## src/rtl/manquehuito_pkg.sv

```systemverilog
// Shared types for the writeback side of the operand-select datapath.
// Destination encodings, writeback FSM states and flag bit positions.
package manquehuito_pkg;

  typedef enum logic [1:0] {
    DST_NONE = 2'b00,
    DST_REGA = 2'b01,
    DST_REGB = 2'b10,
    DST_MEM  = 2'b11
  } dst_sel_e;

  typedef enum logic [0:0] {
    WB_IDLE   = 1'b0,
    WB_MEM_WR = 1'b1
  } wb_state_e;

  localparam int FLAG_Z = 3;
  localparam int FLAG_N = 2;
  localparam int FLAG_C = 1;
  localparam int FLAG_V = 0;

endpackage

```

## src/rtl/mem_wr_port.sv

```systemverilog
// Data-memory write port: valid/ready handshake with address/data hold,
// saturating timeout counter and sticky timeout error.
module mem_wr_port
  import manquehuito_pkg::*;
#(
  parameter int DATA_W      = 8,
  parameter int ADDR_W      = 8,
  parameter int MEM_TIMEOUT = 16
) (
  input  logic              clk_i,
  input  logic              rst_ni,
  input  logic              start_i,
  input  logic [ADDR_W-1:0] addr_i,
  input  logic [DATA_W-1:0] data_i,
  input  logic              err_clr_i,
  input  logic              mem_wready_i,
  output logic              mem_wvalid_o,
  output logic [ADDR_W-1:0] mem_waddr_o,
  output logic [DATA_W-1:0] mem_wdata_o,
  output logic              busy_o,
  output logic              done_o,
  output logic              err_o
);

  localparam int CNT_W =
    (MEM_TIMEOUT > 0) ? $clog2(MEM_TIMEOUT + 1) : 1;
  localparam bit HAS_TO = (MEM_TIMEOUT > 0);
  localparam logic [CNT_W-1:0] CNT_MAX = '1;
  localparam logic [CNT_W-1:0] TO_LAST =
    CNT_W'((MEM_TIMEOUT > 0) ? MEM_TIMEOUT - 1 : 0);

  wb_state_e        state_q, state_d;
  logic [CNT_W-1:0] cnt_q;
  logic [ADDR_W-1:0] addr_q;
  logic [DATA_W-1:0] data_q;
  logic             err_q;
  logic             in_wr;
  logic             hs;
  logic             tmo;

  assign in_wr = (state_q == WB_MEM_WR);
  assign hs    = in_wr && mem_wready_i;
  assign tmo   = in_wr && !mem_wready_i
              && HAS_TO && (cnt_q == TO_LAST);

  always_ff @(posedge clk_i) begin
    if (!rst_ni) state_q <= WB_IDLE;
    else         state_q <= state_d;
  end

  always_comb begin
    state_d = state_q;
    case (state_q)
      WB_IDLE:   if (start_i) state_d = WB_MEM_WR;
      WB_MEM_WR: if (hs || tmo) state_d = WB_IDLE;
      default:   state_d = WB_IDLE;
    endcase
  end

  always_comb begin
    mem_wvalid_o = in_wr;
    busy_o       = (state_q != WB_IDLE);
    done_o       = hs;
  end

  always_ff @(posedge clk_i) begin
    if (!rst_ni) begin
      addr_q <= '0;
      data_q <= '0;
      cnt_q  <= '0;
      err_q  <= 1'b0;
    end else begin
      if (start_i) begin
        addr_q <= addr_i;
        data_q <= data_i;
        cnt_q  <= '0;
      end else if (in_wr && !mem_wready_i && cnt_q != CNT_MAX) begin
        cnt_q <= cnt_q + 1'b1;
      end
      // a timeout landing with a clear request keeps the error visible
      if (tmo)            err_q <= 1'b1;
      else if (err_clr_i) err_q <= 1'b0;
    end
  end

  assign mem_waddr_o = addr_q;
  assign mem_wdata_o = data_q;
  assign err_o       = err_q;

endmodule

```

## src/rtl/reg_writeback.sv

```systemverilog
// Writeback stage: routes ALU results to RegA/RegB/memory and owns
// the register and flag storage that feeds the operand muxes.
module reg_writeback
  import manquehuito_pkg::*;
#(
  parameter int DATA_W      = 8,
  parameter int ADDR_W      = 8,
  parameter int FLAG_W      = 4,
  parameter int MEM_TIMEOUT = 16
) (
  input  logic              clk_i,
  input  logic              rst_ni,
  input  logic              wr_en_i,
  input  logic [1:0]        dst_sel_i,
  input  logic [DATA_W-1:0] alu_res_i,
  input  logic [ADDR_W-1:0] mem_addr_i,
  input  logic              flags_we_i,
  input  logic [FLAG_W-1:0] alu_flags_i,
  input  logic              err_clr_i,
  output logic [DATA_W-1:0] reg_a_o,
  output logic [DATA_W-1:0] reg_b_o,
  output logic [FLAG_W-1:0] flags_o,
  output logic              mem_wvalid_o,
  output logic [ADDR_W-1:0] mem_waddr_o,
  output logic [DATA_W-1:0] mem_wdata_o,
  input  logic              mem_wready_i,
  output logic              busy_o,
  output logic              wr_done_o,
  output logic              err_o
);

  dst_sel_e          dst;
  logic              accept;
  logic              mem_start;
  logic              mem_done;
  logic [DATA_W-1:0] reg_a_q;
  logic [DATA_W-1:0] reg_b_q;
  logic [FLAG_W-1:0] flags_q;
  logic              done_q;

  assign dst       = dst_sel_e'(dst_sel_i);
  assign accept    = wr_en_i && !busy_o;
  assign mem_start = accept && (dst == DST_MEM);

  mem_wr_port #(
    .DATA_W      (DATA_W),
    .ADDR_W      (ADDR_W),
    .MEM_TIMEOUT (MEM_TIMEOUT)
  ) u_mem_wr_port (
    .clk_i        (clk_i),
    .rst_ni       (rst_ni),
    .start_i      (mem_start),
    .addr_i       (mem_addr_i),
    .data_i       (alu_res_i),
    .err_clr_i    (err_clr_i),
    .mem_wready_i (mem_wready_i),
    .mem_wvalid_o (mem_wvalid_o),
    .mem_waddr_o  (mem_waddr_o),
    .mem_wdata_o  (mem_wdata_o),
    .busy_o       (busy_o),
    .done_o       (mem_done),
    .err_o        (err_o)
  );

  always_ff @(posedge clk_i) begin
    if (!rst_ni) begin
      reg_a_q <= '0;
      reg_b_q <= '0;
      flags_q <= '0;
      done_q  <= 1'b0;
    end else begin
      done_q <= (accept && dst != DST_MEM) || mem_done;
      if (accept && dst == DST_REGA) reg_a_q <= alu_res_i;
      if (accept && dst == DST_REGB) reg_b_q <= alu_res_i;
      if (accept && flags_we_i)      flags_q <= alu_flags_i;
    end
  end

  assign reg_a_o   = reg_a_q;
  assign reg_b_o   = reg_b_q;
  assign flags_o   = flags_q;
  assign wr_done_o = done_q;

endmodule

```

## config.mk

```make
export PLATFORM = sky130hd
export DESIGN_NAME = reg_writeback
export DESIGN_NICKNAME = d
export VERILOG_FILES = /design/src/rtl/manquehuito_pkg.sv /design/src/rtl/mem_wr_port.sv /design/src/rtl/reg_writeback.sv
export SDC_FILE = /design/constraint.sdc
export NUM_CORES = 1
export LEC_CHECK = 0
export BUFFER_PORTS_ARGS = -buffer_cell sky130_fd_sc_hd__buf_4
export CAP_MARGIN = 25
export CORE_UTILIZATION = 50
export DETAILED_ROUTE_END_ITERATION = 6
export HOLD_SLACK_MARGIN = 0.1
export PLACE_DENSITY = 0.81
export SLEW_MARGIN = 30
export SYNTH_ARGS = -nofsm -noshare
export SYNTH_HDL_FRONTEND = slang
export SYNTH_SLANG_ARGS = --single-unit
```

## constraint.sdc

```tcl
create_clock -name clk_i -period 4.85 [get_ports clk_i]
set_input_delay 0.2425 -clock clk_i [delete_from_list [all_inputs] [get_ports clk_i]]
set_output_delay 0.2425 -clock clk_i [all_outputs]
set_load 0.01 [all_outputs]
```

[Word level (Yosys, flattened, before mapping)]
Index checks and enable logic that the tools add are counted.
Storage, ports and cells
  flip-flop bits (word level): 44
  word-level logic and storage cells: 39
  bits of input ports: 28
  output and inout bits: 40
Operators by class
  equal/unequal tests: 6
  $add $sub $neg: 1
  reduce and logical (&&, ||, !) cells: 16
  bitwise gates (word level): 2
  multiplexer cells: 5
Operator list (count)
  $logic_and 1x1->1: 10
  $add 5x1->5 const B: 1
  $eq 5x4->1 const B: 1
  $ne 5x5->1 const B: 1
  $eq 2x2->1 const B: 2
  $mux 1: 4
  $eq 2x1->1 const B: 1
  $logic_not 1->1: 2
  $logic_or 1x1->1: 2
  $ne 2x2->1 const B: 1
  $not 1->1: 2
  $pmux 1 s2: 1
  $reduce_bool 2->1: 1
  $reduce_or 2->1: 1

[Logic depth before layout (Yosys ltp)]
Gate-level depths: netlist (run 1).
  depth in word-level cells: 6
  depth in mapped cells: 6
  mapped depth without buffers: 6

[Modules after synthesis]
From an unflattened synthesis (run 1), not the netlist that was laid out.
Second synthesis, totals
  cell total of the unflattened synthesis: 176
  area total of the unflattened synthesis: 1840.5 µm²
Modules (own cells, without submodules)
  mem_wr_port: instances 1, cells an instance 87, area each 957.2 µm², seq. area each 460.4 µm²
  reg_writeback: instances 1, cells an instance 89, area each 883.3 µm², seq. area each 420.4 µm²

[Worst setup path before layout (run 1)]
OpenSTA, ideal clock, no wires.
  path type: reg2reg
  start point: reg u_mem_wr_port.cnt_q[0]
  end point: reg u_mem_wr_port.cnt_q[3]
  setup slack: 3.305 ns
  path buffers: 0
  data arrival time: 1.426 ns
  data required time: 4.731 ns
  setup time: 0.119 ns
  stages on the path, launching flop included: 7
  period minus slack after synthesis: 1.545 ns
  cells stage by stage: dfxtp_1 -> ha_1 -> and3_1 -> ha_1 -> nor3b_4 -> nand4_1 -> mux2i_1
On the way
  word-level cells in the longest chain between the ends: 2
  elaborated cells on any way between the ends: 3
  classes of those cells: add/sub: 1; eq/ne: 1; reduce/logical: 1
Ends and longest elaborated chain
  start, declared: RTL line mem_wr_port.sv:33  | logic [CNT_W-1:0] cnt_q;
  start signal, assigned: RTL line mem_wr_port.sv:78  | cnt_q <= cnt_q + 1'b1;
  parallel branches: the longest is 2 deep, another holds $add 5x1->5
Several ways; the timed one is not identified.
A chain may end at the register's enable or synchronous reset.

[Worst setup path in the final report (run 1)]
Same ends and word-level chain as after synthesis.

==> flow_summary.rst, run 1 <==
.. list-table::
   :header-rows: 1

   * - Metric
     - Value
   * - Number of setup violations in the final report
     - 0
   * - Vias in the first global route
     - 1353
   * - Port Buffer Count
     - 67
   * - Boundary Pins
     - 68
   * - Maximum fanout along the worst path
     - 5
   * - Net Sw Frac
     - 23.3%
   * - Switching power
     - 149 µW
   * - Die area
     - 3920 µm²
   * - Startpoint types
     - flop
   * - Worst-case clock buffer depth
     - 2
   * - Maximum number of pins on one net before global-route repair
     - 43
   * - Cell Count, Final, Fillers Out
     - 287
   * - N_diodes
     - 0
   * - Number of rows in the core area
     - 21
   * - Worst Skew
     - 0.00682 ns
   * - Synthesis-to-finish area growth
     - 29.4%
   * - Hold-fix buffers, CTS
     - 0
   * - Post-synth net total
     - 208
   * - GRT Overall Usage
     - 19.0%
   * - Number of slew-limit violations in the final report
     - 0
   * - Type of element capturing the critical path
     - flop
   * - Average wire per standard cell
     - 12.2 µm
   * - Critical Path AT
     - 1.92 ns
   * - Unrepaired setup endpoints after global routing
     - false
   * - Cell leakage power
     - 0.00100 µW
   * - Via density per instance
     - 4.84
   * - Vias
     - 1388
   * - Number of setup buffers added after CTS
     - 0
   * - Antenna violation net count after detailed routing
     - 0
   * - Drt pass-1 iters
     - 4
   * - Proportion of layout cells with a drive suffix above 1
     - 36.1%
   * - Setup Total Neg Slack
     - 0 ns
   * - Detailed-route wire length
     - 3510 µm
   * - Number of placed instances with taps included
     - 279
   * - Iter 0 DRT Violations
     - 52
   * - Worst hold path startpoint
     - mem_addr_i[4]
   * - Number of antenna violations at the first check in global routing
     - 0
   * - Synthesized flop and latch total
     - 44
   * - Number of buffers created by CTS
     - 5
   * - Area used by sequential logic in the layout
     - 881 µm²
   * - Chip Width
     - 62.6 µm
   * - # resized after CTS
     - 0
   * - Final RePlAce weighted congestion
     - 0.732
   * - Clk_lat worst skew
     - 0.34 ns
   * - First-pass GRT wire length
     - 5900 µm
   * - Initial Utilization
     - 53.8%
   * - Warning count from the yosys run
     - 0
   * - Root buffer cell
     - clkbuf_4
   * - Share of the clock period used by the worst path after layout
     - 34.7%
   * - Sinks on the clock net
     - 44
   * - Post-layout nets
     - 271
   * - Worst vdd ir
     - 0.000189 V
   * - Sequential Power Share
     - 59.3%
   * - Slew at the pin closest to its max-slew limit
     - 0.629 ns
   * - Vertical die dimension
     - 62.6 µm
   * - Max-cap check violation count
     - 0
   * - Cells after synthesis
     - 177
   * - Sequential share of the synthesized area
     - 48.0%
   * - Clk network pwr share
     - 27.8%
   * - Clock slew at reported path FFs
     - 0.12 ns
   * - Worst hold path class
     - primary input to flop
   * - Fmax
     - 594 MHz
   * - Final hold vios
     - 0
   * - Outcome
     - complete, no violations
   * - Startpoint of the most critical register-to-register path
     - u_mem_wr_port.cnt_q[0]
   * - Worst slew margin relative to its limit
     - 58.1%
   * - Average cell area after synthesis
     - 10.4 µm²
   * - Distinct cells, synth
     - 25
   * - Cell area power density
     - 269 nW/µm²
   * - First element of the critical path
     - u_mem_wr_port.cnt_q[0]
   * - Final HPWL from detailed placement
     - 2490 µm
   * - CTS tree
     - built
   * - H-tree levels
     - 2
   * - Category of the most critical setup path
     - flop to flop
   * - Data required time of the critical path
     - 5.08 ns
   * - Pint
     - 491 µW
   * - Fillers
     - 288
   * - Combinational power share
     - 13.0%
   * - Global route total overflow
     - 0
   * - Combined area of the multi-input logic cells
     - 873 µm²
   * - Core ar.
     - 3420 µm²
   * - Tmin final
     - 1.68 ns
   * - DRC errors left
     - 0
   * - Cell area after synthesis
     - 1840 µm²
-- through the flow --
step                instance area (µm²)  power [µW]  setup WS [ns]  utilization (%)  hold slack, ns
floorplan                          1840         431           3.31                -           0.387
global placement                   2320         471           3.24             67.9           0.451
detailed placement                 2320         472           3.18             67.9           0.458
CTS                                2380         648           3.16             69.6           0.136
global route                       2380         673           3.07             69.6           0.134
finish                             2380         641           3.17             69.6           0.144
-- worst max-delay path, stage by stage (launching register included) --
cell,delay (ns)
dfxtp_1,0.35
ha_1,0.20
and3_1,0.19
ha_1,0.22
nor3b_4,0.30
nand4_1,0.17
mux2i_1,0.14
-- power groups by stage --
stage	clock network, µW	registers (µW)	logic [µW]
after floorplan	0	392	38.5
after global placement	0	388	83.2
after global routing	201	382	90.6
final	178	380	83.2
after CTS	183	380	84.5
after detailed placement	0	388	84.5
-- synthesized netlist by cell type --
| master | n | area share, % |
|---|---|---|
| dfxtp_1 | 44 | 48 |
| nand2_1 | 35 | 7.2 |
| mux2i_1 | 22 | 12 |
| nor2b_1 | 20 | 6.8 |
| a21boi_0 | 9 | 3.7 |
| a21boi_2 | 9 | 5.5 |
| buf_4 | 4 | 1.6 |
| clkbuf_1 | 4 | 0.82 |
| nand3b_1 | 4 | 1.6 |
| nor2_1 | 4 | 0.82 |
| and4bb_2 | 3 | 2.0 |
| buf_6 | 3 | 1.8 |
| ha_1 | 3 | 2.0 |
| xnor2_1 | 2 | 0.95 |
| a211oi_1 | 1 | 0.41 |
| and3_1 | 1 | 0.34 |
| and4b_1 | 1 | 0.54 |
| inv_1 | 1 | 0.20 |
| nand2b_1 | 1 | 0.34 |
| nand3_1 | 1 | 0.27 |
| nand4_1 | 1 | 0.34 |
| nand4b_2 | 1 | 0.82 |
| nor3b_1 | 1 | 0.41 |
| nor3b_4 | 1 | 1.0 |
| o21a_1 | 1 | 0.41 |
-- per-layer routing --
| metal | global-route usage, % | vias to the layer above | share of wire (%) |
|---|---|---|---|
| met5 | 0 | - | 0 |
| met4 | 6.98 | 0 | 1.1 |
| met3 | 5.11 | 4 | 5.6 |
| met2 | 32.9 | 39 | 48 |
| met1 | 22.2 | 634 | 46 |
| li1 | - | 711 | - |
-- layout make-up --
cell class	instances	area share [%]
clock buffers	8	2.47
inverters	1	0.158
multi-input cells	121	36.7
flip-flops and latches	44	37.1
well taps	46	2.42
repair buffers	67	21.2
-- state kept, by name, indices dropped and copies added, names as in the netlist --
name and flops:
u_mem_wr_port.mem_wdata_o 8, flags_o 4, u_mem_wr_port.cnt_q 5, reg_b_o 8, u_mem_wr_port.busy_o 1, reg_a_o 8, wr_done_o 1, u_mem_wr_port.err_o 1
u_mem_wr_port.mem_waddr_o 8
-- final timing paths --
path,endpoint,slack [ns],cells after the start
worst max-delay path,u_mem_wr_port.cnt_q[3],3.17,6
worst min-delay path,u_mem_wr_port.mem_waddr_o[4],0.14,3
worst max register to register,u_mem_wr_port.cnt_q[3],3.17,6
worst min register to register,u_mem_wr_port.mem_waddr_o[3],0.47,2
-- layout by cell type, fill, tap and decap left out, drive strengths merged --
cell     n
a211oi   1
a21boi  18
and3     1
and4b    1
and4bb   3
buf     67
clkbuf   8
dfxtp   44
ha       3
inv      1
mux2i   22
nand2   35
nand2b   1
nand3    1
nand3b   4
nand4    1
nand4b   1
nor2     4
nor2b   20
nor3b    2
o21a     1
xnor2    2
-- logic make-up after synthesis --
family                   Yosys count  synth area share [%]
AND/OR/NAND/NOR                   74                  22.5
AO/OA/AOI/OAI                     20                  10.0
flip-flops                        44                  48.0
multiplexers                      22                  12.0
XOR/XNOR                           2                 0.954
buffers and inverters             12                  4.50
adder cells (fa/ha/maj)            3                  2.04
No activity file was read; power rests on OpenSTA's default activity.
==> run 2, diff against run 1 <==
Settings changed: ABC_AREA set to 1, CORE_UTILIZATION 50 to 47, PLACE_DENSITY 0.81 to 0.78.
Clock period 4.85 ns to 1.65 ns, I/O delays scaled along.
==> run 2 against run 1 <==
  * Sequential power rose to 3.0 times the previous value
  * Die area decreased by 3.7%
  * First-iteration DRC count down 23%
  * Clock skew rose by 0.0027 ns
  * Register-to-register slack lost 3.0 ns
  * Final area grew 6.5%
  * Sequential cell count is the same
  * Clock power grew to 2.7 times the previous value
  * Sequential share of layout area shrank 2.3 points
  * Non-clock buffer count grew 30
  * Global-route usage increased by 4.9 points
  * Via count up 22%
  * Highest routed layer unchanged
==> flow_summary.rst, run 2 <==
.. list-table::
   :header-rows: 1

   * - Metric
     - Value
   * - Outcome
     - complete, no violations
   * - Most instantiated flip-flop cell in the synthesis netlist
     - dfxtp_1
   * - Maximum fanout along the worst path
     - 7 (+2)
   * - Area leader, netlist
     - dfxtp_1
   * - Category of the most critical setup path
     - flop to flop
   * - Reg2reg path depth
     - 4 (-2)
   * - Port Buffer Count
     - 67 (unchanged)
   * - Leading cell type by number of instances after synthesis
     - nor2_1
   * - Max-cap check violation count
     - 0 (unchanged)
   * - N_diodes
     - 0 (unchanged)
   * - Wire length on met1
     - 1800 µm (+13%)
   * - Worst Skew
     - 0.00952 ns (+0.00270 ns)
   * - Core ar.
     - 3360 µm² (-1.5%)
   * - Distinct cells, synth
     - 20 (-20%)
   * - Startpoint of the most critical register-to-register path
     - u_mem_wr_port.busy_o
   * - Startpoint types
     - flop
   * - Vias in the first global route
     - 1510 (+12%)
   * - Detailed-route wire length
     - 4250 µm (+21%)
   * - Worst-case register-to-register setup slack
     - 0.15 ns (-3.02 ns)
   * - Initial Utilization
     - 49.4% (-4.4 points)
   * - Warning count from the yosys run
     - 0 (unchanged)
   * - Cells after synthesis
     - 215 (+21%)
   * - Slew at the pin closest to its max-slew limit
     - 0.398 ns (-0.231 ns)
   * - Setup Total Neg Slack
     - 0 ns (unchanged)
   * - Vias
     - 1695 (+22%)
   * - Clk_lat worst skew
     - 0.35 ns (about the same)
   * - Antenna violation net count after detailed routing
     - 0 (unchanged)
   * - Type of element capturing the critical path
     - flop
   * - Post-layout nets
     - 344 (+27%)
   * - DRC errors left
     - 0 (unchanged)
   * - Worst-case clock buffer depth
     - 2 (unchanged)
   * - Number of setup buffers added after CTS
     - 0 (unchanged)
   * - Chip Width
     - 61.4 µm (-1.9%)
   * - Worst hold path startpoint
     - dst_sel_i[1]
   * - H-tree levels
     - 2 (unchanged)
   * - Sinks on the clock net
     - 44 (unchanged)
   * - Worst hold path class
     - primary input to flop
   * - Final hold vios
     - 0 (unchanged)
   * - Final HPWL from detailed placement
     - 2620 µm (+5.4%)
   * - Number of antenna violations at the first check in global routing
     - 0 (unchanged)
   * - Tmin final
     - 1.50 ns (-0.182 ns)
   * - Fmax
     - 666 MHz (+12%)
   * - Post-synth top area share
     - 53.1% (+5.1 points)
   * - Sequential share of the synthesized area
     - 53.1% (+5.1 points)
   * - Most common cell after layout, fill and taps aside
     - nor2_1
   * - Die area
     - 3770 µm² (-3.7%)
   * - Number of setup violations in the final report
     - 0 (unchanged)
   * - Cell area power density
     - 769 nW/µm² (+190%)
   * - Worst Hold Depth
     - 4 (+1)
   * - Synthesis-to-finish area growth
     - 52.5%
   * - Number of synthesized flops with an enable pin
     - 0 (unchanged)
   * - Maximum number of pins on one net before global-route repair
     - 33 (-23%)
   * - Vertical die dimension
     - 61.4 µm (-1.9%)
   * - First-pass GRT wire length
     - 6590 µm (+12%)
   * - Proportion of layout cells with a drive suffix above 1
     - 27.2% (-8.9 points)
   * - Critical Path AT
     - 1.78 ns (-0.14 ns)
   * - Clock slew at reported path FFs
     - 0.11 ns (about the same)
   * - Unrepaired setup endpoints after global routing
     - false
   * - Met2 WL
     - 2200 µm (+32%)
   * - CTS tree
     - built
   * - Post-synth net total
     - 246 (+18%)
   * - Power, Total
     - 1950 µW (+200%)
   * - Most used cells in the layout excluding fill and tap cells
     - 71 x nor2_1, 68 x buf_4, 44 x dfxtp_1
   * - Share of flip-flops with an asynchronous set or reset after synthesis
     - 0% (unchanged)
   * - Average cell area after synthesis
     - 7.72 µm² (-26%)
   * - Number of placed instances with taps included
     - 323 (+16%)
   * - Cell area after synthesis
     - 1660 µm² (-9.6%)
   * - Ranking of synthesized cells by area
     - dfxtp_1 53%, nor2_1 16%, o21ai_0 8.7%
   * - Iter 0 DRT Violations
     - 40 (-23%)
   * - Most numerous cell types in the synthesized netlist
     - 72 x nor2_1, 44 x dfxtp_1, 29 x o21ai_0
   * - Worst vdd ir
     - 0.000557 V (+190%)
   * - Cell leakage power
     - 0.00116 µW (+16%)
   * - Capture endpoint of the worst hold path
     - wr_done_o
   * - Cell Count, Final, Fillers Out
     - 359 (+25%)
   * - Boundary Pins
     - 68 (unchanged)
   * - Synthesized flop and latch total
     - 44 (unchanged)
   * - Number of buffers created by CTS
     - 5 (unchanged)
   * - Number of slew-limit violations in the final report
     - 0 (unchanged)
   * - Endpoint of the worst-slack reg-to-reg timing path
     - flags_o[1]
   * - Root buffer cell
     - clkbuf_4
   * - Data required time of the critical path
     - 1.93 ns (-3.15 ns)
   * - Average wire per standard cell
     - 11.8 µm (-3.2%)
   * - Drt pass-1 iters
     - 4 (unchanged)
   * - Worst slew margin relative to its limit
     - 73.4% (+15 points)
   * - Global route total overflow
     - 0 (unchanged)
   * - Via density per instance
     - 4.72 (-2.4%)
   * - Top routing layer in use
     - met4
   * - Detailed-routed wire length on met3
     - 198 µm (+1.0%)
   * - GRT Overall Usage
     - 23.9% (+4.9 points)
   * - Final RePlAce weighted congestion
     - 0.841 (+15%)
   * - Number of rows in the core area
     - 21 (unchanged)
   * - Share of the clock period used by the worst path after layout
     - 90.9% (+56 points)
[run 2: worst max-delay path by stage]
stage / from / endpoint / slack, ns / cells past startpoint
finish: u_mem_wr_port.busy_o / flags_o[1] / 0.15 / 4
global route: u_mem_wr_port.busy_o / flags_o[1] / 0.007 / 4
CTS: u_mem_wr_port.busy_o / flags_o[0] / 0.16 / 4
detailed placement: u_mem_wr_port.cnt_q[0] / u_mem_wr_port.cnt_q[3] / 0.19 / 7
global placement: u_mem_wr_port.cnt_q[0] / u_mem_wr_port.cnt_q[2] / 0.20 / 8
floorplan: u_mem_wr_port.cnt_q[0] / u_mem_wr_port.cnt_q[2] / 0.29 / 8
[run 2: final cells by class]
cell class / count / area, µm²
inverters: 14 / 52.6
well taps: 46 / 57.6
multi-input cells: 151 / 694
fillers: 275 / 831
repair buffers: 97 / 801
clock inverters: 1 / 5.00
flip-flops and latches: 44 / 881
clock buffers: 6 / 41.3
[run 2: logic make-up after synthesis]
kind of cell,Yosys count,synth area share (%)
xor+xnor,1,0.528
compound gates,43,13.2
flops,44,53.1
fa+ha+maj,3,2.26
simple gates,104,25.7
buf+inv,20,5.27
[run 2: through the flow]
stage	worst slack, ns	utilization (%)	instance area (µm²)	hold WS, ns
final	0.150	75.3	2530	0.140
after global routing	0.00722	75.3	2530	0.155
after CTS	0.156	75.2	2530	0.132
after detailed placement	0.189	65.2	2190	0.316
after global placement	0.201	65.2	2190	0.303
after floorplan	0.288	-	1660	0.217
[run 2: layer usage]
metal	up-vias	track usage, %
li1	878	-
met1	760	27.4
met2	51	43.2
met3	6	5.67
met4	0	8.57
met5	-	0
[run 2: what timing repair did]
| action | CTS | global route |
|---|---|---|
| endpoints found under the setup margin | 0 | 1 |
| hold endpoints to repair | 40 | 0 |
| hold buffers | 29 | 0 |
| resized for setup | 0 | 1 |
[run 2: worst max-delay path, stage by stage, from the launching register on]
cell           delay, ns
dfxtp_1             0.41
nor2_4              0.24
nand3_1             0.10
dlygate4sd3_1       0.56
a21oi_1             0.13
[run 2: where the power goes]
group          total, µW  internal (µW)  switching, µW
combinational        334            181            154
sequential          1140           1110           26.6
clock                475            157            317
